[src/rtl/serial_addsub_if.sv]
// -----------------------------------------------------------------------------
// serial_addsub_if
//   Request/result bundle for serial_addsub.
//   master : drives start, sub, x, y, ci; observes busy, done, s, cu, ovf
//   slave  : the arithmetic unit (opposite directions)
//   N      : operand/result width
// -----------------------------------------------------------------------------
interface serial_addsub_if #(
    parameter int N = 16
);
    logic         start;
    logic         sub;
    logic [N-1:0] x;
    logic [N-1:0] y;
    logic         ci;
    logic         busy;
    logic         done;
    logic [N-1:0] s;
    logic         cu;
    logic         ovf;

    modport master (
        output start, sub, x, y, ci,
        input  busy, done, s, cu, ovf
    );

    modport slave (
        input  start, sub, x, y, ci,
        output busy, done, s, cu, ovf
    );
endinterface

[src/rtl/serial_addsub.sv]
// -----------------------------------------------------------------------------
// serial_addsub
//   Multi-cycle adder/subtractor: adds x and (sub ? ~y : y) plus ci, K bits per
//   clock, with the inter-chunk carry held in a register. Latency N/K cycles
//   from the accepting edge to the done pulse.
//
//   Parameters
//     N : operand/result width (positive multiple of K)
//     K : chunk width per cycle (1..N)
//   Ports
//     i_clk   : clock, rising edge
//     i_rst_n : asynchronous active-low reset
//     bus     : serial_addsub_if.slave
//               start/sub/x/y/ci in; busy/done/s/cu/ovf out
// -----------------------------------------------------------------------------
module serial_addsub #(
    parameter int N = 16,
    parameter int K = 4
) (
    input  logic          i_clk,
    input  logic          i_rst_n,
    serial_addsub_if.slave bus
);

    localparam int M  = N / K;
    localparam int IW = (M > 1) ? $clog2(M) : 1;

    typedef enum logic [1:0] {
        IDLE = 2'd0,
        RUN  = 2'd1,
        DONE = 2'd2
    } state_t;

    state_t         r_state;
    logic [N-1:0]   r_xa;
    logic [N-1:0]   r_yb;
    logic [N-1:0]   r_work;
    logic           r_c;
    logic [IW-1:0]  r_idx;
    logic [N-1:0]   r_s;
    logic           r_cu;
    logic           r_ovf;
    logic           r_busy;
    logic           r_done;

    logic [K-1:0]   w_xc;
    logic [K-1:0]   w_yc;
    logic [K:0]     w_sum;
    logic           w_c_msb;
    logic           w_last;
    logic [N-1:0]   w_work_next;

    // One K-bit slice of the full adder per cycle.
    always_comb begin
        w_xc        = r_xa[r_idx*K +: K];
        w_yc        = r_yb[r_idx*K +: K];
        w_sum       = {1'b0, w_xc} + {1'b0, w_yc} + {{K{1'b0}}, r_c};
        // Carry into the chunk's top bit: sum bit = a ^ b ^ carry_in.
        w_c_msb     = w_xc[K-1] ^ w_yc[K-1] ^ w_sum[K-1];
        w_last      = (r_idx == IW'(M - 1));
        w_work_next = r_work;
        w_work_next[r_idx*K +: K] = w_sum[K-1:0];
    end

    always_ff @(posedge i_clk or negedge i_rst_n) begin
        if (!i_rst_n) begin
            r_state <= IDLE;
            r_xa    <= '0;
            r_yb    <= '0;
            r_work  <= '0;
            r_c     <= 1'b0;
            r_idx   <= '0;
            r_s     <= '0;
            r_cu    <= 1'b0;
            r_ovf   <= 1'b0;
            r_busy  <= 1'b0;
            r_done  <= 1'b0;
        end else begin
            case (r_state)
                IDLE, DONE: begin
                    r_done <= 1'b0;
                    if (bus.start) begin
                        r_xa    <= bus.x;
                        r_yb    <= bus.sub ? ~bus.y : bus.y;
                        r_c     <= bus.ci;
                        r_idx   <= '0;
                        r_work  <= '0;
                        r_busy  <= 1'b1;
                        r_state <= RUN;
                    end else begin
                        r_state <= IDLE;
                    end
                end

                RUN: begin
                    r_work <= w_work_next;
                    r_c    <= w_sum[K];
                    if (w_last) begin
                        // Result registers load on the same edge that
                        // processes the last chunk, so they are valid
                        // for the whole DONE cycle.
                        r_s     <= w_work_next;
                        r_cu    <= w_sum[K];
                        r_ovf   <= w_c_msb ^ w_sum[K];
                        r_idx   <= '0;
                        r_busy  <= 1'b0;
                        r_done  <= 1'b1;
                        r_state <= DONE;
                    end else begin
                        r_idx <= r_idx + 1'b1;
                    end
                end

                default: begin
                    r_busy  <= 1'b0;
                    r_done  <= 1'b0;
                    r_state <= IDLE;
                end
            endcase
        end
    end

    assign bus.busy = r_busy;
    assign bus.done = r_done;
    assign bus.s    = r_s;
    assign bus.cu   = r_cu;
    assign bus.ovf  = r_ovf;

endmodule

[src/flat_wrapper.sv]
// flat-port wrapper written by rule: the top's interface ports become plain ports
module serial_addsub_flat 
#(
    parameter int N = 16,
    parameter int K = 4
)
  (i_clk, i_rst_n, bus_start, bus_sub, bus_x, bus_y, bus_ci, bus_busy, bus_done, bus_s, bus_cu, bus_ovf);
  serial_addsub_if #(.N(N)) bus_i ();
  input  logic i_clk;
  input  logic i_rst_n;
  input wire logic [$bits(bus_i.start)-1:0] bus_start;
  input wire logic [$bits(bus_i.sub)-1:0] bus_sub;
  input wire logic [$bits(bus_i.x)-1:0] bus_x;
  input wire logic [$bits(bus_i.y)-1:0] bus_y;
  input wire logic [$bits(bus_i.ci)-1:0] bus_ci;
  output wire logic [$bits(bus_i.busy)-1:0] bus_busy;
  output wire logic [$bits(bus_i.done)-1:0] bus_done;
  output wire logic [$bits(bus_i.s)-1:0] bus_s;
  output wire logic [$bits(bus_i.cu)-1:0] bus_cu;
  output wire logic [$bits(bus_i.ovf)-1:0] bus_ovf;
  assign bus_i.start = bus_start;
  assign bus_i.sub = bus_sub;
  assign bus_i.x = bus_x;
  assign bus_i.y = bus_y;
  assign bus_i.ci = bus_ci;
  assign bus_busy = bus_i.busy;
  assign bus_done = bus_i.done;
  assign bus_s = bus_i.s;
  assign bus_cu = bus_i.cu;
  assign bus_ovf = bus_i.ovf;
  serial_addsub #(.N(N), .K(K)) u_core (.i_clk(i_clk), .i_rst_n(i_rst_n), .bus(bus_i));
endmodule
[config.mk]
export PLATFORM = sky130hd
export DESIGN_NAME = serial_addsub_flat
export DESIGN_NICKNAME = d
export VERILOG_FILES = /design/src/rtl/serial_addsub_if.sv /design/src/rtl/serial_addsub.sv /design/src/flat_wrapper.sv
export SDC_FILE = /design/constraint.sdc
export NUM_CORES = 1
export LEC_CHECK = 0
export BUFFER_PORTS_ARGS = -buffer_cell sky130_fd_sc_hd__buf_2
export CORE_UTILIZATION = 45
export DETAILED_ROUTE_END_ITERATION = 16
export PLACE_DENSITY = 0.69
export SYNTH_ARGS = -nofsm -noshare
export SYNTH_HDL_FRONTEND = slang
export SYNTH_SLANG_ARGS = --single-unit
[constraint.sdc]
create_clock -name i_clk -period 2.8 [get_ports i_clk]
set_input_delay 0.28 -clock i_clk [delete_from_list [all_inputs] [get_ports i_clk]]
set_output_delay 0.28 -clock i_clk [all_outputs]
set_load 0.1 [all_outputs]
# After elaboration in Yosys (flattened, before gate mapping)

Cells that the tools add are included.

Logic and storage cells: 52
Register bits after elaboration: 73
Bits of input ports: 37
Output and inout bits: 20

Add/subtract/negate cells: 4
Equal/unequal tests: 5
Bitwise gates (word level): 4
Reductions and logical operators: 7
Shifts and indexed selects: 4
Mux-type cells: 17

Operators by type and width:

| cell                      | count |
|---|---|
| $neg A4 Y34               | 1 |
| $shift A4 B34 Y16 const A | 1 |
| $shiftx A4 B34 Y16        | 1 |
| $mux W16                  | 2 |
| $pmux W16 S2              | 1 |
| $shiftx A16 B5 Y4         | 2 |
| $bwmux W16                | 1 |
| $not A16 Y16              | 1 |
| $pmux W2 S2               | 2 |
| $reduce_and A2 Y1         | 4 |
| $mux W1                   | 6 |
| $mux W2                   | 3 |
| $add A4 B4 Y5             | 1 |
| $add A5 B1 Y5             | 1 |
| $eq A2 B2 Y1 const B      | 2 |
| $pmux W1 S2               | 2 |
| $xor A1 B1 Y1             | 3 |
| $add A2 B1 Y2 const B     | 1 |
| $eq A2 B1 Y1 const B      | 1 |
| $logic_not A2 Y1          | 1 |
| $ne A2 B1 Y1 const B      | 1 |
| $ne A2 B2 Y1 const B      | 1 |
| $reduce_bool A2 Y1        | 1 |
| $reduce_or A2 Y1          | 1 |

# Logic depth before layout (Yosys ltp)

Depth in word-level cells: 6
Depth in mapped cells: 8
Depth with buffers taken out: 7

# Least setup slack after synthesis

OpenSTA, ideal clock, no wires.

Path type: reg2reg
Start: reg u_core.r_idx[0]
End: reg u_core.r_ovf (netlist: u_core.bus.ovf)
Cell stages (with the launch flop): 9
Path slack: 0.003 ns
Arrival time: 2.665 ns
Required time: 2.668 ns
Path buffers: 1
Setup time: 0.132 ns
Path through: dfrtp_1 > buf_4 > mux4_2 > fa_1 > fa_1 > a21o_1 > a21oi_1 > xnor2_1 > o21ai_1

Cells in the longest elaborated chain, start to end: 5
Elaborated cells between the ends (all ways): 9
Classes of those cells: add/sub: 2; eq/ne: 1; shift: 2; bitwise: 3; reduce/logical: 1

Ends and longest elaborated chain:

| what                                        | RTL line                                 | source |
|---|---|---|
| start: declaration                          | serial_addsub.sv:39                      | `logic [IW-1:0] r_idx;` |
| start signal: assignment                    | serial_addsub.sv:110                     | `r_idx <= r_idx + 1'b1;` |
| $shiftx A16 B5 Y4, on equally long branches | serial_addsub.sv:55, serial_addsub.sv:56 |  |
| $add A4 B4 Y5                               | serial_addsub.sv:57                      | `w_sum = {1'b0, w_xc} + {1'b0, w_yc} + {{K{1'b0}}, r_c};` |
| $add A5 B1 Y5                               | serial_addsub.sv:57                      |  |
| $xor A1 B1 Y1                               | serial_addsub.sv:59                      | `w_c_msb = w_xc[K-1] ^ w_yc[K-1] ^ w_sum[K-1];` |
| $xor A1 B1 Y1                               | serial_addsub.sv:104                     | `r_ovf <= w_c_msb ^ w_sum[K];` |
| end signal: assignment                      | serial_addsub.sv:104                     |  |
| end: declaration                            | serial_addsub.sv:42                      | `logic r_ovf;` |

Several ways; a longest one is shown, not always the timed one.
A chain may end at the register's enable or synchronous reset.

# Final worst setup path

Start: reg u_core.r_idx[0]
End: reg u_core.r_work[2]

Cells in the longest elaborated chain, start to end: 6
Elaborated cells between the ends (all ways): 9
Classes of those cells: add/sub: 3; shift: 4; mux: 2

Ends and longest elaborated chain:

| what                                        | RTL line                                 | source |
|---|---|---|
| $shiftx A16 B5 Y4, on equally long branches | serial_addsub.sv:55, serial_addsub.sv:56 |  |
| $add A4 B4 Y5                               | serial_addsub.sv:57                      |  |
| $add A5 B1 Y5                               | serial_addsub.sv:57                      |  |
| $shiftx A4 B34 Y16                          | serial_addsub.sv:62                      | `w_work_next[r_idx*K +: K] = w_sum[K-1:0];` |
| $bwmux W16 *                                | serial_addsub.sv:62                      |  |
| $pmux W16 S2 *                              | serial_addsub.sv:79                      | `case (r_state)` |
| end signal: assignment                      | serial_addsub.sv:96                      | `r_work <= w_work_next;` |
| end: declaration                            | serial_addsub.sv:37                      | `logic [N-1:0] r_work;` |

Mark *: on every way between the ends. The rest lies on a longest branch, timed or not.

==> metrics.md <==
| Metric | Value |
|---|---|
| GRT Total Usage | `19.2%` |
| Clock-pin slew on the worst setup and hold paths | `70 ps` |
| Die width | `89.1 um` |
| Core Area | `0.00729 mm^2` |
| Initial Util | `46.8%` |
| Area contributors post-synth | `dfrtp_1, nand2_1, mux4_2, o21ai_1, xnor2_1` |
| TritonRoute pass-1 iters | `4` |
| Final setup vio count | `0` |
| Setup Skew | `6.54 ps` |
| H-tree lvl count | `3` |
| Vias | `2508` |
| Register area share after synthesis | `52.8%` |
| Antenna Cells | `0` |
| Synth unique cells | `33` |
| CP startpoint kind | `flip-flop` |
| Largest area contributor in the netlist | `dfrtp_1` |
| Synth Register Bits | `72` |
| Fin nets | `430` |
| Rel. slew slack | `40.2%` |
| Placer congestion estimate | `0.791` |
| Starting DRT DRC Count | `98` |
| Max clock buf depth | `2` |
| Num CTS Buffers | `9` |
| Final Max Tran Viols | `0` |
| Total grt overflow | `0` |
| Reg2reg end | `u_core.r_work[2]` |
| RSZ-0062 raised after global routing | `no` |
| FF-to-FF setup slack | `130 ps` |
| Die area | `0.00794 mm^2` |
| Drt total wl | `6700 um` |
| HP Class | `in -> async` |
| Post-DP HPWL | `4730 um` |
| Final min period | `2670 ps` |
| Clk Latency, worst-skew pair | `340 ps` |
| Io pins | `57` |
| DRC viols | `0` |
| Total number of yosys warnings | `0` |
| Post-synthesis instance area | `0.00341 mm^2` |
| CTS Sinks | `72` |
| Layout cells sized above 1 | `25.1%` |
| Pin slew with the least headroom to its limit | `897 ps` |
| CP Class | `reg -> reg` |
| Most frequent CP cell | `fa_1` |
| Top FF cell, synth | `dfrtp_1` |
| Initial antenna violation count | `0` |
| Largest net degree at the start of global routing | `73` |
| Top-count cell post-synth | `nand2_1` |
| Port bufs | `56` |
| RR Startpoint | `u_core.r_idx[0]` |
| Slowest Stage Delay on Critical Path | `550 ps` |
| WL/cell | `13.8 um` |
| Via/cell ratio | `5.17` |
| Outcome | `finished, final reports clean` |
| CP cell instances | `mux4_2 > fa_1 > fa_1 > xor2_2 > and2_1 > a22o_1` |
| Slowest CP cell | `mux4_2` |
| Top cell type's share of synthesized area | `52.8%` |
| Row cnt | `31` |
| Post-synth EDFFs | `0` |
| Setup Fix Bufs, Post-CTS | `0` |
| Die Height | `89.1 um` |
| Fin crit share | `95.2%` |
| Final TNS setup | `0 ps` |
| Cell count after synthesis | `324` |
| CTS tree | `built` |
| Number of global-route vias before repair | `2446` |
| Fmax | `375 MHz` |
| Arrival time at the worst endpoint | `2890 ps` |
| Antenna Violating Nets Remaining | `0` |
| Syn Area/Cell | `10.5 um^2` |
| Syn_nets | `372` |
| CP endpoint kind | `flip-flop` |
| Seq. cell area | `0.00180 mm^2` |
| Commonest cells post-synth | `nand2_1, dfrtp_1, o21ai_1, nor2_1, xnor2_1` |
| Fill count | `684` |
| Max-capacitance violation count | `0` |
| Async S/R FF share, synth | `100%` |
| CP required | `3020 ps` |
| First-pass GRT wire length | `11500 um` |
| Critical Path Fanout Max | `5` |
| Root Driver | `clkbuf_8` |
| R2R depth | `6` |
| Fin. Hold Viols | `0` |
| Footprint of the multi-input gates | `0.00151 mm^2` |
| Area Growth Syn to Fin | `17.9%` |
-- cells by family after synthesis --
| group | Yosys count | synth area share, % |
|---|---|---|
| AOI/OAI and AO/OA | 71 | 14.0 |
| xor gates and xnor gates | 20 | 5.13 |
| adders and majority gates | 11 | 4.47 |
| buffers and inverters | 25 | 3.19 |
| DFF | 72 | 52.8 |
| muxes | 8 | 5.28 |
| and+or+nand+nor | 117 | 15.1 |
-- cell type report --
type | instances | share of cell area (%)
Tap cell | 99 | 3.08
Sequential cell | 72 | 44.8
Multi-Input combinational cell | 227 | 37.6
Clock inverter | 3 | 0.995
Clock buffer | 12 | 4.11
Inverter | 6 | 0.560
Timing Repair Buffer | 66 | 8.83
-- critical path: cells and delay by family, from the launching register on --
kind | cells | cell delay (ps)
xor+xnor | 1 | 200
mux | 1 | 550
fa+ha+maj | 2 | 890
flops | 1 | 460
simple gates | 1 | 220
compound gates | 1 | 240
-- how the worst max path moves through the flow --
stage / cells after the start / from / slack [ps] / endpoint
5_1_grt: 7 / u_core.r_idx[0] / 9 / u_core.bus.ovf
2_1_floorplan: 8 / u_core.r_idx[0] / 3 / u_core.bus.ovf
6_report: 6 / u_core.r_idx[0] / 130 / u_core.r_work[2]
3_5_place_dp: 6 / u_core.r_idx[0] / 90 / u_core.r_work[2]
3_3_place_gp: 6 / u_core.r_idx[0] / 160 / u_core.r_work[10]
4_1_cts: 6 / u_core.r_idx[0] / 80 / u_core.r_work[6]
-- timing repair --
item	CTS	global route
endpoints found under the setup margin	0	5
hold buffers	0	0
gates resized for setup	0	2
-- per-layer routing --
metal  vias up  GRT usage [%]  wire (um)
met5         -              0          0
met2        71           30.9       3260
met3        13           3.60        273
li1       1230              -          -
met4         0           8.51        104
met1      1194           25.4       3070
-- sequential cells by signal, indices dropped and copies added (netlist names) --
register         flops
u_core.bus.busy      1
u_core.bus.cu        1
u_core.bus.ovf       1
u_core.bus.s        16
u_core.r_c           1
u_core.r_idx         2
u_core.r_state       2
u_core.r_work       16
u_core.r_xa         16
u_core.r_yb         16
-- stage by stage --
step / util, % / cell area (um^2) / cells / hold slack [ps] / worst slack [ps]
after floorplan: - / 3410 / 324 / -15.6 / 3.36
after global placement: 52.2 / 3810 / 470 / 455 / 163
after detailed placement: 52.2 / 3810 / 470 / 459 / 86.1
after CTS: 55.0 / 4010 / 485 / 115 / 77.6
after global routing: 55.2 / 4020 / 485 / 127 / 9.37
final: 55.2 / 4020 / 485 / 122 / 133
-- layout by cell type (no fill, tap or decap), types with 4 or more instances in the layout --
cell type  instances
buf_2             56
buf_4             10
mux4_2             8
a22o_1             4
inv_1              4
nor2b_1            6
dfrtp_1           72
a221oi_1           9
nand2_1           78
clkbuf_8          12
a21oi_1            7
nor3b_1            4
nor2_1            21
a32o_1            12
o21ai_1           32
xnor2_1           18
ha_1               9
Power is not shown: default switching activity piles up to over one toggle a cycle in this logic, so the estimate is an artifact.
